### config.mk
export PLATFORM = sky130hd
export DESIGN_NAME = issue_scoreboard_flat
export DESIGN_NICKNAME = d
export VERILOG_FILES = /design/src/rtl/issue_scoreboard_if.sv /design/src/rtl/issue_scoreboard.sv /design/src/flat_wrapper.sv
export SDC_FILE = /design/constraint.sdc
export NUM_CORES = 2
export LEC_CHECK = 0
export CAP_MARGIN = 20
export CORE_ASPECT_RATIO = 0.75
export CORE_UTILIZATION = 35
export CTS_CLUSTER_DIAMETER = 200
export CTS_CLUSTER_SIZE = 14
export DETAILED_ROUTE_END_ITERATION = 16
export PLACE_DENSITY = 0.49
export REMOVE_ABC_BUFFERS = 1
export SYNTH_ARGS = -nofsm -noshare
export SYNTH_HDL_FRONTEND = slang
export SYNTH_SLANG_ARGS = --single-unit
export TNS_END_PERCENT = 10
### constraint.sdc
create_clock -name clk -period 12.1 [get_ports clk]
set_input_delay 1.21 -clock clk [delete_from_list [all_inputs] [get_ports clk]]
set_output_delay 1.21 -clock clk [all_outputs]
set_load 0.05 [all_outputs]
### src/rtl/issue_scoreboard_if.sv
// Purpose: issue/candidate/hazard signal bundle between the issue stage and the scoreboard.
// Latency: n/a (wires only).
// Backpressure: Stall/HazardE/HazardO are the backpressure toward the issue stage.
// Ports: master = issue stage (drives issue + candidate fields, sees hazards);
//        slave  = scoreboard (consumes issue + candidate fields, drives hazards/status).
interface issue_scoreboard_if;
  logic        Flush;
  logic        IssueE, IssueO;
  logic        WrE, WrO;
  logic [6:0]  RTE, RTO;
  logic [3:0]  LatE, LatO;
  logic [2:0]  CandUseE, CandUseO;
  logic [6:0]  CandRAE, CandRBE, CandRCE, CandRTE;
  logic [6:0]  CandRAO, CandRBO, CandRCO, CandRTO;
  logic        CandWrE, CandWrO;
  logic        HazardE, HazardO, Stall;
  logic        Idle;
  logic [15:0] StallCycles;

  modport master (
    output Flush, IssueE, IssueO, WrE, WrO, RTE, RTO, LatE, LatO,
           CandUseE, CandUseO, CandRAE, CandRBE, CandRCE, CandRTE,
           CandRAO, CandRBO, CandRCO, CandRTO, CandWrE, CandWrO,
    input  HazardE, HazardO, Stall, Idle, StallCycles
  );

  modport slave (
    input  Flush, IssueE, IssueO, WrE, WrO, RTE, RTO, LatE, LatO,
           CandUseE, CandUseO, CandRAE, CandRBE, CandRCE, CandRTE,
           CandRAO, CandRBO, CandRCO, CandRTO, CandWrE, CandWrO,
    output HazardE, HazardO, Stall, Idle, StallCycles
  );
endinterface

### src/rtl/issue_scoreboard.sv
// Purpose: dual-pipe register scoreboard; per-register 4-bit result countdown, RAW/WAW hazard detect.
// Latency: hazards are combinational on registered counts; issues become visible one cycle later.
// Backpressure: Stall = HazardE | HazardO is raised toward the issue stage; nothing is dropped.
// Ports: clk, rst_n (sync, active-low); sb (slave modport) carries issue, candidate and status signals.
module issue_scoreboard (
  input  logic               clk,
  input  logic               rst_n,
  issue_scoreboard_if.slave  sb
);

  logic [3:0]   cnt     [128];
  logic [3:0]   cnt_nxt [128];
  logic [127:0] busy;
  logic         acc_e, acc_o;
  logic         haz_e, haz_o;
  logic         idle_q;
  logic [15:0]  stall_cnt;

  // Zero latency or a non-writing issue has nothing to track.
  assign acc_e = sb.IssueE & sb.WrE & ~sb.Flush & (sb.LatE != 4'd0);
  assign acc_o = sb.IssueO & sb.WrO & ~sb.Flush & (sb.LatO != 4'd0);

  always_comb begin
    for (int r = 0; r < 128; r++) begin
      busy[r] = (cnt[r] != 4'd0);
    end
  end

  // Next count: decrement-saturate, then an accepted issue keeps the larger of
  // its latency and the remaining count, so an older, longer write is never hidden.
  always_comb begin
    for (int r = 0; r < 128; r++) begin
      cnt_nxt[r] = busy[r] ? cnt[r] - 4'd1 : 4'd0;
      if (acc_e && (sb.RTE == 7'(r)) && (sb.LatE > cnt_nxt[r])) cnt_nxt[r] = sb.LatE;
      if (acc_o && (sb.RTO == 7'(r)) && (sb.LatO > cnt_nxt[r])) cnt_nxt[r] = sb.LatO;
    end
  end

  // Use mask is {RA,RB,RC}; WAW check against the candidate's own destination.
  assign haz_e = (sb.CandUseE[2] & busy[sb.CandRAE]) |
                 (sb.CandUseE[1] & busy[sb.CandRBE]) |
                 (sb.CandUseE[0] & busy[sb.CandRCE]) |
                 (sb.CandWrE     & busy[sb.CandRTE]);
  assign haz_o = (sb.CandUseO[2] & busy[sb.CandRAO]) |
                 (sb.CandUseO[1] & busy[sb.CandRBO]) |
                 (sb.CandUseO[0] & busy[sb.CandRCO]) |
                 (sb.CandWrO     & busy[sb.CandRTO]);

  always_ff @(posedge clk) begin
    if (!rst_n) begin
      for (int r = 0; r < 128; r++) cnt[r] <= 4'd0;
      idle_q    <= 1'b1;
      stall_cnt <= 16'd0;
    end else begin
      for (int r = 0; r < 128; r++) cnt[r] <= cnt_nxt[r];
      // Idle lags the counts by a cycle: it reflects the counts seen this cycle.
      idle_q <= ~|busy;
      if ((haz_e | haz_o) && (stall_cnt != 16'hFFFF)) stall_cnt <= stall_cnt + 16'd1;
    end
  end

  assign sb.HazardE     = haz_e;
  assign sb.HazardO     = haz_o;
  assign sb.Stall       = haz_e | haz_o;
  assign sb.Idle        = idle_q;
  assign sb.StallCycles = stall_cnt;

endmodule

### src/flat_wrapper.sv
// flat-port wrapper written by rule: the top's interface ports become plain ports
module issue_scoreboard_flat 
  (clk, rst_n, sb_Flush, sb_IssueE, sb_IssueO, sb_WrE, sb_WrO, sb_RTE, sb_RTO, sb_LatE, sb_LatO, sb_CandUseE, sb_CandUseO, sb_CandRAE, sb_CandRBE, sb_CandRCE, sb_CandRTE, sb_CandRAO, sb_CandRBO, sb_CandRCO, sb_CandRTO, sb_CandWrE, sb_CandWrO, sb_HazardE, sb_HazardO, sb_Stall, sb_Idle, sb_StallCycles);
  issue_scoreboard_if sb_i ();
  input  logic clk;
  input  logic rst_n;
  input wire logic [$bits(sb_i.Flush)-1:0] sb_Flush;
  input wire logic [$bits(sb_i.IssueE)-1:0] sb_IssueE;
  input wire logic [$bits(sb_i.IssueO)-1:0] sb_IssueO;
  input wire logic [$bits(sb_i.WrE)-1:0] sb_WrE;
  input wire logic [$bits(sb_i.WrO)-1:0] sb_WrO;
  input wire logic [$bits(sb_i.RTE)-1:0] sb_RTE;
  input wire logic [$bits(sb_i.RTO)-1:0] sb_RTO;
  input wire logic [$bits(sb_i.LatE)-1:0] sb_LatE;
  input wire logic [$bits(sb_i.LatO)-1:0] sb_LatO;
  input wire logic [$bits(sb_i.CandUseE)-1:0] sb_CandUseE;
  input wire logic [$bits(sb_i.CandUseO)-1:0] sb_CandUseO;
  input wire logic [$bits(sb_i.CandRAE)-1:0] sb_CandRAE;
  input wire logic [$bits(sb_i.CandRBE)-1:0] sb_CandRBE;
  input wire logic [$bits(sb_i.CandRCE)-1:0] sb_CandRCE;
  input wire logic [$bits(sb_i.CandRTE)-1:0] sb_CandRTE;
  input wire logic [$bits(sb_i.CandRAO)-1:0] sb_CandRAO;
  input wire logic [$bits(sb_i.CandRBO)-1:0] sb_CandRBO;
  input wire logic [$bits(sb_i.CandRCO)-1:0] sb_CandRCO;
  input wire logic [$bits(sb_i.CandRTO)-1:0] sb_CandRTO;
  input wire logic [$bits(sb_i.CandWrE)-1:0] sb_CandWrE;
  input wire logic [$bits(sb_i.CandWrO)-1:0] sb_CandWrO;
  output wire logic [$bits(sb_i.HazardE)-1:0] sb_HazardE;
  output wire logic [$bits(sb_i.HazardO)-1:0] sb_HazardO;
  output wire logic [$bits(sb_i.Stall)-1:0] sb_Stall;
  output wire logic [$bits(sb_i.Idle)-1:0] sb_Idle;
  output wire logic [$bits(sb_i.StallCycles)-1:0] sb_StallCycles;
  assign sb_i.Flush = sb_Flush;
  assign sb_i.IssueE = sb_IssueE;
  assign sb_i.IssueO = sb_IssueO;
  assign sb_i.WrE = sb_WrE;
  assign sb_i.WrO = sb_WrO;
  assign sb_i.RTE = sb_RTE;
  assign sb_i.RTO = sb_RTO;
  assign sb_i.LatE = sb_LatE;
  assign sb_i.LatO = sb_LatO;
  assign sb_i.CandUseE = sb_CandUseE;
  assign sb_i.CandUseO = sb_CandUseO;
  assign sb_i.CandRAE = sb_CandRAE;
  assign sb_i.CandRBE = sb_CandRBE;
  assign sb_i.CandRCE = sb_CandRCE;
  assign sb_i.CandRTE = sb_CandRTE;
  assign sb_i.CandRAO = sb_CandRAO;
  assign sb_i.CandRBO = sb_CandRBO;
  assign sb_i.CandRCO = sb_CandRCO;
  assign sb_i.CandRTO = sb_CandRTO;
  assign sb_i.CandWrE = sb_CandWrE;
  assign sb_i.CandWrO = sb_CandWrO;
  assign sb_HazardE = sb_i.HazardE;
  assign sb_HazardO = sb_i.HazardO;
  assign sb_Stall = sb_i.Stall;
  assign sb_Idle = sb_i.Idle;
  assign sb_StallCycles = sb_i.StallCycles;
  issue_scoreboard u_core (.clk(clk), .rst_n(rst_n), .sb(sb_i));
endmodule
==> run metrics <==
Synth Register Bits 529; Clock Sinks 529; critical path data arrival time 6.02 ns; CP top delay family buffers and inverters; Mapped Cells just over 8k; setup TNS 0 ns; data required time of the critical path about 11 ns; Clock Skew approximately 0.047 ns; slowest CP cell clkdlybuf4s50_1; Overflow after GRT 0; Slew HR 0.117; routability cong. about 1.0; clk_lat worst skew 0.69 ns; EDFF count, synth 0; Least-Margin Pin Slew 1.31 ns; CP endpoint kind output pin; HP Class reg2reg; Initial DRT Pass Iterations 11; core area 187000 sq um; CP Launch Type input pin; Finished Cell Area 72600 sq um; Hold Worst Slack 0.494 ns; Die Wd 504 um; Post-Place Cells 10.7k; Via Count 66.2k; WL final 293000 um; Starting Density 0.354; IR drop worst, VDD around 160 uV; vias in the first global route 62.5k; wire length per cell 27.2 um; clock-pin transition on the worst setup and hold timing paths 0.08 ns; Achievable Freq 0.138 GHz; Worst Path Buf+Inv 2; DP Area between 70000 and 80000 sq um; unrepaired setup endpoints after global routing false; Tot GR Track Use 0.296; Area Growth Syn to Fin 9.72%; final hold violation count 0; Avg Cell Area, Syn 8.02 sq um; htree depth 2; Via density between 6 and 7; Post-route DRC 0; post-detail-place hpwl 201000 um; Post-CTS Hold Buffers 0; Post-Syn Area 66200 sq um; Max Cap Viol 0; most frequent CP cell clkdlybuf4s50_1; Max Slew Vio Count 0; Final #Nets approximately 9.5k; Die Ht 379 um; ys async rst share 0; CP peak stage delay 1.16 ns; Rows 137; post_cts resized 0; Tot Pwr 23.1 mW; sequential area share after synthesis 0.160; share of layout cells above drive strength 1 0.0813; Max Fanout on Critical Path 19; initial antenna violation count 37; CTS buffer count 43; CTS tree done; DR iter-0 viols 6739; cell chain of the critical path clkdlybuf4s50_1 -> nor4bb_1 -> o32ai_1 -> a2111oi_0 -> a41oi_1 -> a31oi_1 -> a211oi_1 -> a2111o_1 -> or3_4 -> clkdlybuf4s50_1; run status finished clean; clk root buf clkbuf_16; DIE AREA 191000 sq um; pwr/cell area 318 nW/um^2; largest net degree at the start of global routing about 120; fillers 19.0k; Finished Layout Cells 10.8k; io pins approximately 110; post-CTS setup buffers 0; fin crit period 7.23 ns; leak pwr 32.2 nW; input/output buffers 112; Reg area 10600 sq um; Worst Setup Path Type in2out; Distinct cells, synth 81; multi-input logic area between 50000 and 60000 sq um; CTS max path bufs 3; Yosys warnings 0; crit share post-route 0.597; first-pass GRT wire length 424000 um; top_reg_cell synth dfxtp_1; Final ANT Viol Nets 0; final setup violation count 0
final cells by class:
class	count	area share
Antenna cell	20	0.000689
Clock buffer	44	0.0152
Clock inverter	3	0.000413
Inverter	670	0.0351
Multi-Input combinational cell	6663	0.720
Sequential cell	529	0.146
Tap cell	2502	0.0431
Timing Repair Buffer	344	0.0397
Yosys cell counts, types with 28 or more instances:
cell type | instances | area (sq um)
a211oi_1 | 174 | 1310
a21oi_1 | 295 | 1480
and2_1 | 260 | 1630
buf_2 | 33 | 165
clkbuf_1 | 330 | 1240
dfxtp_1 | 529 | 10600
ha_1 | 1153 | 14400
inv_1 | 660 | 2480
mux2_2 | 28 | 315
mux2i_1 | 494 | 4940
mux4_2 | 168 | 3780
nand2_1 | 479 | 1800
nand2b_1 | 54 | 338
nand3_1 | 273 | 1370
nand4_1 | 301 | 1880
nor2_1 | 726 | 2730
nor2b_1 | 297 | 1860
nor3_1 | 192 | 961
nor3b_1 | 104 | 781
nor3b_2 | 31 | 388
nor4b_1 | 55 | 482
o2111ai_1 | 258 | 2260
o21a_1 | 513 | 3850
o21ai_0 | 509 | 2550
kinds of logic after synthesis:
kind of cell             after synthesis  share of synthesized area
AND/OR/NAND/NOR                     2874                      0.226
AO/OA/AOI/OAI                       1944                      0.197
adder cells (fa/ha/maj)             1153                      0.218
buffers and inverters               1058                     0.0611
multiplexers                         691                      0.137
flip-flops                           529                      0.160
XOR/XNOR                               1                   0.000132
stage by stage:
stage | worst slack (ns) | utilization
4_1_cts | 4.99 | 0.388
5_1_grt | 4.70 | 0.389
3_5_place_dp | 4.99 | 0.382
2_1_floorplan | 4.01 | -
3_3_place_gp | 5.00 | 0.382
6_report | 4.87 | 0.389
worst paths after layout:
path         cells after the start                startpoint  slack (ns)                  endpoint
max                             10             sb_CandRCO[2]        4.87                  sb_Stall
min                              2  u_core.sb.StallCycles[9]        0.49  u_core.sb.StallCycles[9]
max reg2reg                     19         u_core.cnt[0][84]        7.04         u_core.cnt[0][87]
min reg2reg                      2  u_core.sb.StallCycles[9]        0.49  u_core.sb.StallCycles[9]
placed cells by master (no fill, tap or decap), drive strengths merged, types with 16 or more instances in the layout:
cell	netlist	routed
nand2	479	479
nand4	302	302
nor2b	297	297
nand2b	54	54
or3b	17	17
mux4	169	169
o21a	513	513
clkbuf	330	49
nand3	273	273
mux2i	494	494
nor2	726	726
a21oi	295	295
nor3b	136	136
diode	0	20
a221oi	16	16
inv	665	667
o2111ai	258	258
a2111oi	24	24
mux2	28	28
a211oi	174	174
nor3	192	192
dfxtp	529	529
and2	260	260
nor4	26	26
nor4b	55	55
clkdlybuf4s50	0	90
ha	1153	1153
o21ai	510	510
buf	58	249
state kept, by name, indices dropped and copies added (netlist names):
register,count
u_core.sb.Idle,1
u_core.sb.StallCycles,16
u_core.cnt,512
worst reg2reg max path, stage by stage (launching register included):
cell and delay, ns:
dfxtp_1 0.31, inv_1 0.07, ha_1 0.22, nor3b_2 0.69, buf_4 0.42, nor2_1 0.12
inv_1 0.07, ha_1 0.23, nor2b_1 0.13, o21a_1 0.16, o21a_1 0.17, o2111ai_1 0.44
mux2i_1 0.33, ha_1 0.30, nor2b_1 0.14, o21a_1 0.17, o21a_1 0.17, o2111ai_1 0.48
mux2i_1 0.15, and2_1 0.20
power by group:
part / switching, mW / internal, mW / total [mW]
Sequential: 0.513 / 2.39 / 2.90
Combinational: 11.3 / 7.37 / 18.7
Clock: 0.800 / 0.647 / 1.45
Total: 12.7 / 10.4 / 23.1
metal layers:
metal  share of wire  global-route usage  wire length, um  vias to the layer above
li1                -                   -                -                    30574
met1            0.44               0.398           130000                    31980
met2            0.41               0.447           121000                     2925
met3           0.098              0.0829            28800                      700
met4           0.045               0.114            13100                       16
met5         0.00083                   0              244                        -
Note: power is estimated with default switching activity, not from simulation.
